==> src/rtl/exec_alu_mc.sv <==
// Execute-stage ALU: single-cycle arithmetic/logic/shift/carry ops plus an
// iterative shift-add multiply, with a 4-bit condition-code register {C,V,N,Z}.
module exec_alu_mc #(
    parameter int WIDTH   = 16,
    parameter int SHAMT_W = $clog2(WIDTH)
) (
    input  logic               clk,
    input  logic               rst_n,
    input  logic               in_valid,
    output logic               in_ready,
    input  logic [3:0]         op,
    input  logic [WIDTH-1:0]   src,
    input  logic [WIDTH-1:0]   dst,
    input  logic [SHAMT_W-1:0] shamt,
    input  logic               ccr_load,
    input  logic [3:0]         ccr_in,
    output logic               out_valid,
    output logic [WIDTH-1:0]   result,
    output logic [3:0]         ccr,
    output logic               busy
);

    localparam int CNT_W = $clog2(WIDTH);

    localparam logic [3:0] OP_PASS = 4'h0;
    localparam logic [3:0] OP_ADD  = 4'h1;
    localparam logic [3:0] OP_SUB  = 4'h2;
    localparam logic [3:0] OP_AND  = 4'h3;
    localparam logic [3:0] OP_OR   = 4'h4;
    localparam logic [3:0] OP_NOT  = 4'h5;
    localparam logic [3:0] OP_INC  = 4'h6;
    localparam logic [3:0] OP_DEC  = 4'h7;
    localparam logic [3:0] OP_SHL  = 4'h8;
    localparam logic [3:0] OP_SHR  = 4'h9;
    localparam logic [3:0] OP_SETC = 4'hA;
    localparam logic [3:0] OP_CLRC = 4'hB;
    localparam logic [3:0] OP_MUL  = 4'hC;

    typedef enum logic [0:0] {ST_IDLE = 1'b0, ST_MUL = 1'b1} state_t;

    state_t               state_r;
    logic [WIDTH-1:0]     result_r;
    logic [3:0]           ccr_r;
    logic                 out_valid_r;
    logic                 busy_r;
    logic [CNT_W-1:0]     cnt_r;
    logic [2*WIDTH-1:0]   mcand_r;
    logic [WIDTH-1:0]     mplier_r;
    logic [2*WIDTH-1:0]   acc_r;

    logic [WIDTH:0]       add_s;
    logic [WIDTH:0]       sub_s;
    logic [WIDTH:0]       inc_s;
    logic [WIDTH:0]       dec_s;
    logic [WIDTH:0]       shl_s;
    logic [WIDTH:0]       shr_s;
    logic [2*WIDTH-1:0]   acc_nxt_s;
    logic [3:0]           mul_ccr_s;
    logic [WIDTH-1:0]     res_s;
    logic [3:0]           ccr_s;
    logic                 c_s;
    logic                 v_s;
    logic                 zn_s;

    // Bit WIDTH of the shift-left and bit 0 of the shift-right hold the last bit shifted out.
    assign add_s = {1'b0, dst} + {1'b0, src};
    assign sub_s = {1'b0, dst} - {1'b0, src};
    assign inc_s = {1'b0, src} + {{WIDTH{1'b0}}, 1'b1};
    assign dec_s = {1'b0, src} - {{WIDTH{1'b0}}, 1'b1};
    assign shl_s = {1'b0, src} << shamt;
    assign shr_s = {src, 1'b0} >> shamt;

    assign acc_nxt_s = acc_r + (mplier_r[0] ? mcand_r : {(2*WIDTH){1'b0}});
    assign mul_ccr_s = {(|acc_nxt_s[2*WIDTH-1:WIDTH]), ccr_r[2],
                        acc_nxt_s[WIDTH-1], (acc_nxt_s[WIDTH-1:0] == {WIDTH{1'b0}})};

    assign in_ready  = (state_r == ST_IDLE);
    assign out_valid = out_valid_r;
    assign result    = result_r;
    assign ccr       = ccr_r;
    assign busy      = busy_r;

    // Single-cycle result and next condition codes for the presented opcode.
    always_comb begin
        res_s = dst;
        c_s   = ccr_r[3];
        v_s   = ccr_r[2];
        zn_s  = 1'b0;
        case (op)
            OP_ADD: begin
                res_s = add_s[WIDTH-1:0];
                c_s   = add_s[WIDTH];
                v_s   = (dst[WIDTH-1] == src[WIDTH-1]) && (add_s[WIDTH-1] != dst[WIDTH-1]);
                zn_s  = 1'b1;
            end
            OP_SUB: begin
                res_s = sub_s[WIDTH-1:0];
                c_s   = sub_s[WIDTH];
                v_s   = (dst[WIDTH-1] != src[WIDTH-1]) && (sub_s[WIDTH-1] != dst[WIDTH-1]);
                zn_s  = 1'b1;
            end
            OP_AND: begin
                res_s = dst & src;
                zn_s  = 1'b1;
            end
            OP_OR: begin
                res_s = dst | src;
                zn_s  = 1'b1;
            end
            OP_NOT: begin
                res_s = ~src;
                zn_s  = 1'b1;
            end
            OP_INC: begin
                res_s = inc_s[WIDTH-1:0];
                c_s   = inc_s[WIDTH];
                v_s   = !src[WIDTH-1] && inc_s[WIDTH-1];
                zn_s  = 1'b1;
            end
            OP_DEC: begin
                res_s = dec_s[WIDTH-1:0];
                c_s   = dec_s[WIDTH];
                v_s   = src[WIDTH-1] && !dec_s[WIDTH-1];
                zn_s  = 1'b1;
            end
            OP_SHL: begin
                res_s = shl_s[WIDTH-1:0];
                c_s   = (shamt != {SHAMT_W{1'b0}}) ? shl_s[WIDTH] : ccr_r[3];
                zn_s  = 1'b1;
            end
            OP_SHR: begin
                res_s = shr_s[WIDTH:1];
                c_s   = (shamt != {SHAMT_W{1'b0}}) ? shr_s[0] : ccr_r[3];
                zn_s  = 1'b1;
            end
            OP_SETC: begin
                res_s = dst;
                c_s   = 1'b1;
            end
            OP_CLRC: begin
                res_s = dst;
                c_s   = 1'b0;
            end
            OP_PASS: begin
                res_s = dst;
            end
            default: begin
                res_s = dst;
            end
        endcase
        ccr_s = {c_s, v_s,
                 zn_s ? res_s[WIDTH-1] : ccr_r[1],
                 zn_s ? (res_s == {WIDTH{1'b0}}) : ccr_r[0]};
    end

    // Control FSM, multiply datapath and registered outputs; ccr_load has final say on ccr.
    always_ff @(posedge clk or negedge rst_n) begin
        if (!rst_n) begin
            state_r     <= ST_IDLE;
            result_r    <= {WIDTH{1'b0}};
            ccr_r       <= 4'b0000;
            out_valid_r <= 1'b0;
            busy_r      <= 1'b0;
            cnt_r       <= {CNT_W{1'b0}};
            mcand_r     <= {(2*WIDTH){1'b0}};
            mplier_r    <= {WIDTH{1'b0}};
            acc_r       <= {(2*WIDTH){1'b0}};
        end else begin
            out_valid_r <= 1'b0;
            case (state_r)
                ST_IDLE: begin
                    if (in_valid) begin
                        if (op == OP_MUL) begin
                            mcand_r  <= {{WIDTH{1'b0}}, src};
                            mplier_r <= dst;
                            acc_r    <= {(2*WIDTH){1'b0}};
                            cnt_r    <= {CNT_W{1'b0}};
                            busy_r   <= 1'b1;
                            state_r  <= ST_MUL;
                        end else begin
                            result_r    <= res_s;
                            ccr_r       <= ccr_s;
                            out_valid_r <= 1'b1;
                        end
                    end
                end
                ST_MUL: begin
                    acc_r    <= acc_nxt_s;
                    mcand_r  <= mcand_r << 1;
                    mplier_r <= mplier_r >> 1;
                    cnt_r    <= cnt_r + CNT_W'(1);
                    if (cnt_r == CNT_W'(WIDTH - 1)) begin
                        result_r    <= acc_nxt_s[WIDTH-1:0];
                        ccr_r       <= mul_ccr_s;
                        out_valid_r <= 1'b1;
                        busy_r      <= 1'b0;
                        state_r     <= ST_IDLE;
                    end
                end
                default: begin
                    state_r <= ST_IDLE;
                    busy_r  <= 1'b0;
                end
            endcase
            if (ccr_load) begin
                ccr_r <= ccr_in;
            end
        end
    end

endmodule

==> config.mk <==
export PLATFORM = sky130hd
export DESIGN_NAME = exec_alu_mc
export DESIGN_NICKNAME = d
export VERILOG_FILES = /design/src/rtl/exec_alu_mc.sv
export SDC_FILE = /design/constraint.sdc
export NUM_CORES = 1
export LEC_CHECK = 0
export CAP_MARGIN = 20
export CORE_ASPECT_RATIO = 0.8
export CORE_UTILIZATION = 62
export DETAILED_ROUTE_END_ITERATION = 6
export PLACE_DENSITY = 0.8
export SLEW_MARGIN = 20
export SYNTH_ARGS = -nofsm -noshare
export SYNTH_HDL_FRONTEND = slang
export SYNTH_SLANG_ARGS = --single-unit
export TNS_END_PERCENT = 100
==> constraint.sdc <==
create_clock -name clk -period 4.1 [get_ports clk]
set_input_delay 0.82 -clock clk [delete_from_list [all_inputs] [get_ports clk]]
set_output_delay 0.82 -clock clk [all_outputs]
set_load 0.005 [all_outputs]
==> flow_summary.toml <==
[yosys]
synth_nets = 1708
ys_top_cells_by_area = "dfrtp_1 22%, ha_1 8.7%, nand2_1 7.1%"
post_synth.cell_area_avg_sq_um = 7.65
synth_cells = 1573
synth_top_area_share_pct = 22.3
synth_most_common_cell = "nand2_1"
synthArstFlopShare_pct = 100
synth_flop_cell = "dfrtp_1"
synth_common_cells = "228 x nand2_1, 138 x a21oi_1, 120 x nor2_1"
ys.warnings.count = 0
syn_area_sq_um = 12000
ys_ff_latch = 107
synth_top_cell_by_area = "dfrtp_1"
synth-edff-count = 0
synth_cell_type_count = 97
synth-seq-area-share_pct = 22.3

[cts]
cts_tree = "built"
cts_sinks = 107
insertion_delay_ns = 0.35
h-tree-depth = 3
numCtsBuffers = 9
cts_root_buf = "clkbuf_16"
path_clk_slew_ns = 0.07
cts_max_path_buffers = 2

[timing]
max_slew_margin_pct = 45.2
finalCritPeriodShare_pct = 97.3
setup_viol = 0
hold_viol_final = 0
skew_ns = 0.00636
layout_min_cycle_time_ns = 3.99
worst_slew_pin_slew_ns = 0.822
fmax_mhz = 251
setup_slack_ns = 0.109
slew_violations = 0
rsz0062_at_grt = "no"
setup_tns_ns = 0

[global_routing]
grt_usage_pct = 46.2
grt_pass1_wl_um = 70500
grt_pass1_vias = 12900
antenna_found_initial = 1
grt_max_degree = 78
grt.overflow.total = 0

[pwr]
fin_total_pwr_mw = 5.71
powerDensity_nw_per_um2 = 388
peakVddDrop_uv = 388
leakage_nw = 6.56

[routing]
wire_per_inst_um = 22.6
drtIter0Drc = 2107
vias = 13900
via_per_inst = 6.85
drc = 24
ant_nets = 0
drt-total-wl_um = 45900
firstDrtPassIters = 7

[final_layout]
layout-drive-gt1-share_pct = 17.9
layout.nets = 1905
area_growth_pct = 22.3
fin_util_pct = 77.5
stdcell_area_sq_um = 14700
n_antenna_cell = 0

[worst_hold_path]
hold_depth = 2
hold_path.class = "reg -> reg"
holdPathEnd = "mplier_r[8]$_DFFE_PN0P_"
hold_path.startpoint = "mplier_r[9]$_DFFE_PN0P_"

[setup_path]
cp-startpoint = "src[6]"
crit_type = "in -> reg"
crit_fanout = 9
path_delay_family = "compound AO/OA/AOI/OAI gates"
cp.buffers_inverters = 3
crit_required_ns = 4.37
rr_startpoint = "mplier_r[0]$_DFFE_PN0P_"
crit_chain = "clkdlybuf4s50_1, inv_1, ha_1, buf_4, nor3_1, nand2b_1, o31a_1, a211oi_1, o31ai_1, o31ai_1, mux2i_1, o22ai_2, nand2_1, a31oi_1"
start_kind = "input port"
critical_path_depth = 14
crit_arrival_ns = 4.26
slowest_stage = "clkdlybuf4s50_1"
regToRegSetupSlack_ns = 0.29
cp_common_cell = "o31ai_1"
r2r-end = "ccr[3]$_DFFE_PN0P_"
max_stage_delay_ns = 0.56
endpoint_kind = "flop"
r2r.worst_path.cells = 13

[job]
drv_cap = 0

[floorplanning]
die_w_um = 158
num_rows = 45
ioPinCount = 71
dieArea_sq_um = 20000
dieHeight_um = 127
initial_core_util_pct = 63.4
core_area_sq_um = 19000

[placed_design]
dpl.hpwl_um = 36000
gp_congestion = 1.09
pre_cts_ws_ns = -0.256
numPortBuffers = 70
dpl_cell_area_sq_um = 14300

[status]
status = "complete, but fails checks"
violations = "design-rule violations"
## through the flow
step | instances | hold slack [ns]
2_1_floorplan | 1573 | 0.450
3_3_place_gp | 2017 | 0.466
3_5_place_dp | 2017 | 0.468
4_1_cts | 2033 | 0.485
5_1_grt | 2033 | 0.517
6_report | 2033 | 0.486
## kinds of logic (layout without fill, tap and decap cells)
kind of cell               after synthesis  after routing  share of synthesized area [%]
buffers and inverters                  181            383                           6.73
adders and majority gates               87             87                           9.24
DFF                                    107            107                           22.3
and+or+nand+nor                        581            581                           23.1
AOI/OAI and AO/OA                      508            508                           27.7
xor gates and xnor gates                46             46                           3.35
muxes                                   63             63                           7.62
## state kept, by name, indices dropped and copies added, names as in the netlist
register / cells
acc_r: 32
mcand_r: 32
mplier_r: 16
result: 16
ccr: 4
cnt_r: 4
busy: 1
out_valid: 1
state_r: 1
## cell usage in the layout (no fill, tap or decap), types with 9 or more instances in the layout
cell type / instances
nand2_1: 228
buf_4: 228
a21oi_1: 138
nor2_1: 119
o21ai_0: 113
dfrtp_1: 106
ha_1: 84
clkdlybuf4s50_1: 64
inv_1: 60
and2_1: 42
nand3_1: 41
nor3_1: 35
xnor2_1: 33
mux2i_1: 32
a211oi_1: 24
mux4_2: 22
a31oi_1: 21
o211ai_1: 21
nand4_1: 19
a21o_1: 17
nor2b_1: 17
o22ai_1: 17
o21a_1: 15
o221ai_1: 15
and3_1: 13
nand2b_1: 13
xor2_1: 13
o21bai_1: 9
clkbuf_16: 9
## repair_timing
action,4_1_cts,5_1_grt
hold buffers,0,0
gates resized for setup,0,16
setup buffers,0,0
endpoints found under the setup margin,0,6
## worst max-delay path by stage
stage	endpoint
final	result[13]$_DFFE_PN0P_
after global placement	result[13]$_DFFE_PN0P_
after floorplan	ccr[1]$_DFFE_PN0P_
after global routing	ccr[3]$_DFFE_PN0P_
after CTS	result[13]$_DFFE_PN0P_
after detailed placement	result[13]$_DFFE_PN0P_
## tightest hold or removal path, stage by stage (launching register included)
cell and delay [ns]:
dfrtp_1 0.34, nand2_1 0.05, o21ai_0 0.06
## power by group
part           switching (mW)  internal, mW  total [mW]
Combinational            1.79          1.26        3.05
Sequential              0.303          1.45        1.76
Clock                   0.404         0.495       0.898
## routing by layer
| layer | track usage, % | routed length [um] | up-vias |
|---|---|---|---|
| met5 | 0 | 0 | - |
| met4 | 14.3 | 1650 | 0 |
| met3 | 15.5 | 7060 | 152 |
| met2 | 65.4 | 18600 | 1086 |
| met1 | 65.8 | 18600 | 6525 |
| li1 | - | - | 6155 |
## final cells by class
class | count | area [sq um]
Sequential cell | 107 | 2680
Tap cell | 258 | 323
Fill cell | 1468 | 4270
Timing Repair Buffer | 305 | 2560
Multi-Input combinational cell | 1285 | 8610
Clock inverter | 5 | 60.1
Clock buffer | 11 | 243
Inverter | 62 | 233
No activity file was read; power rests on OpenSTA's default activity.
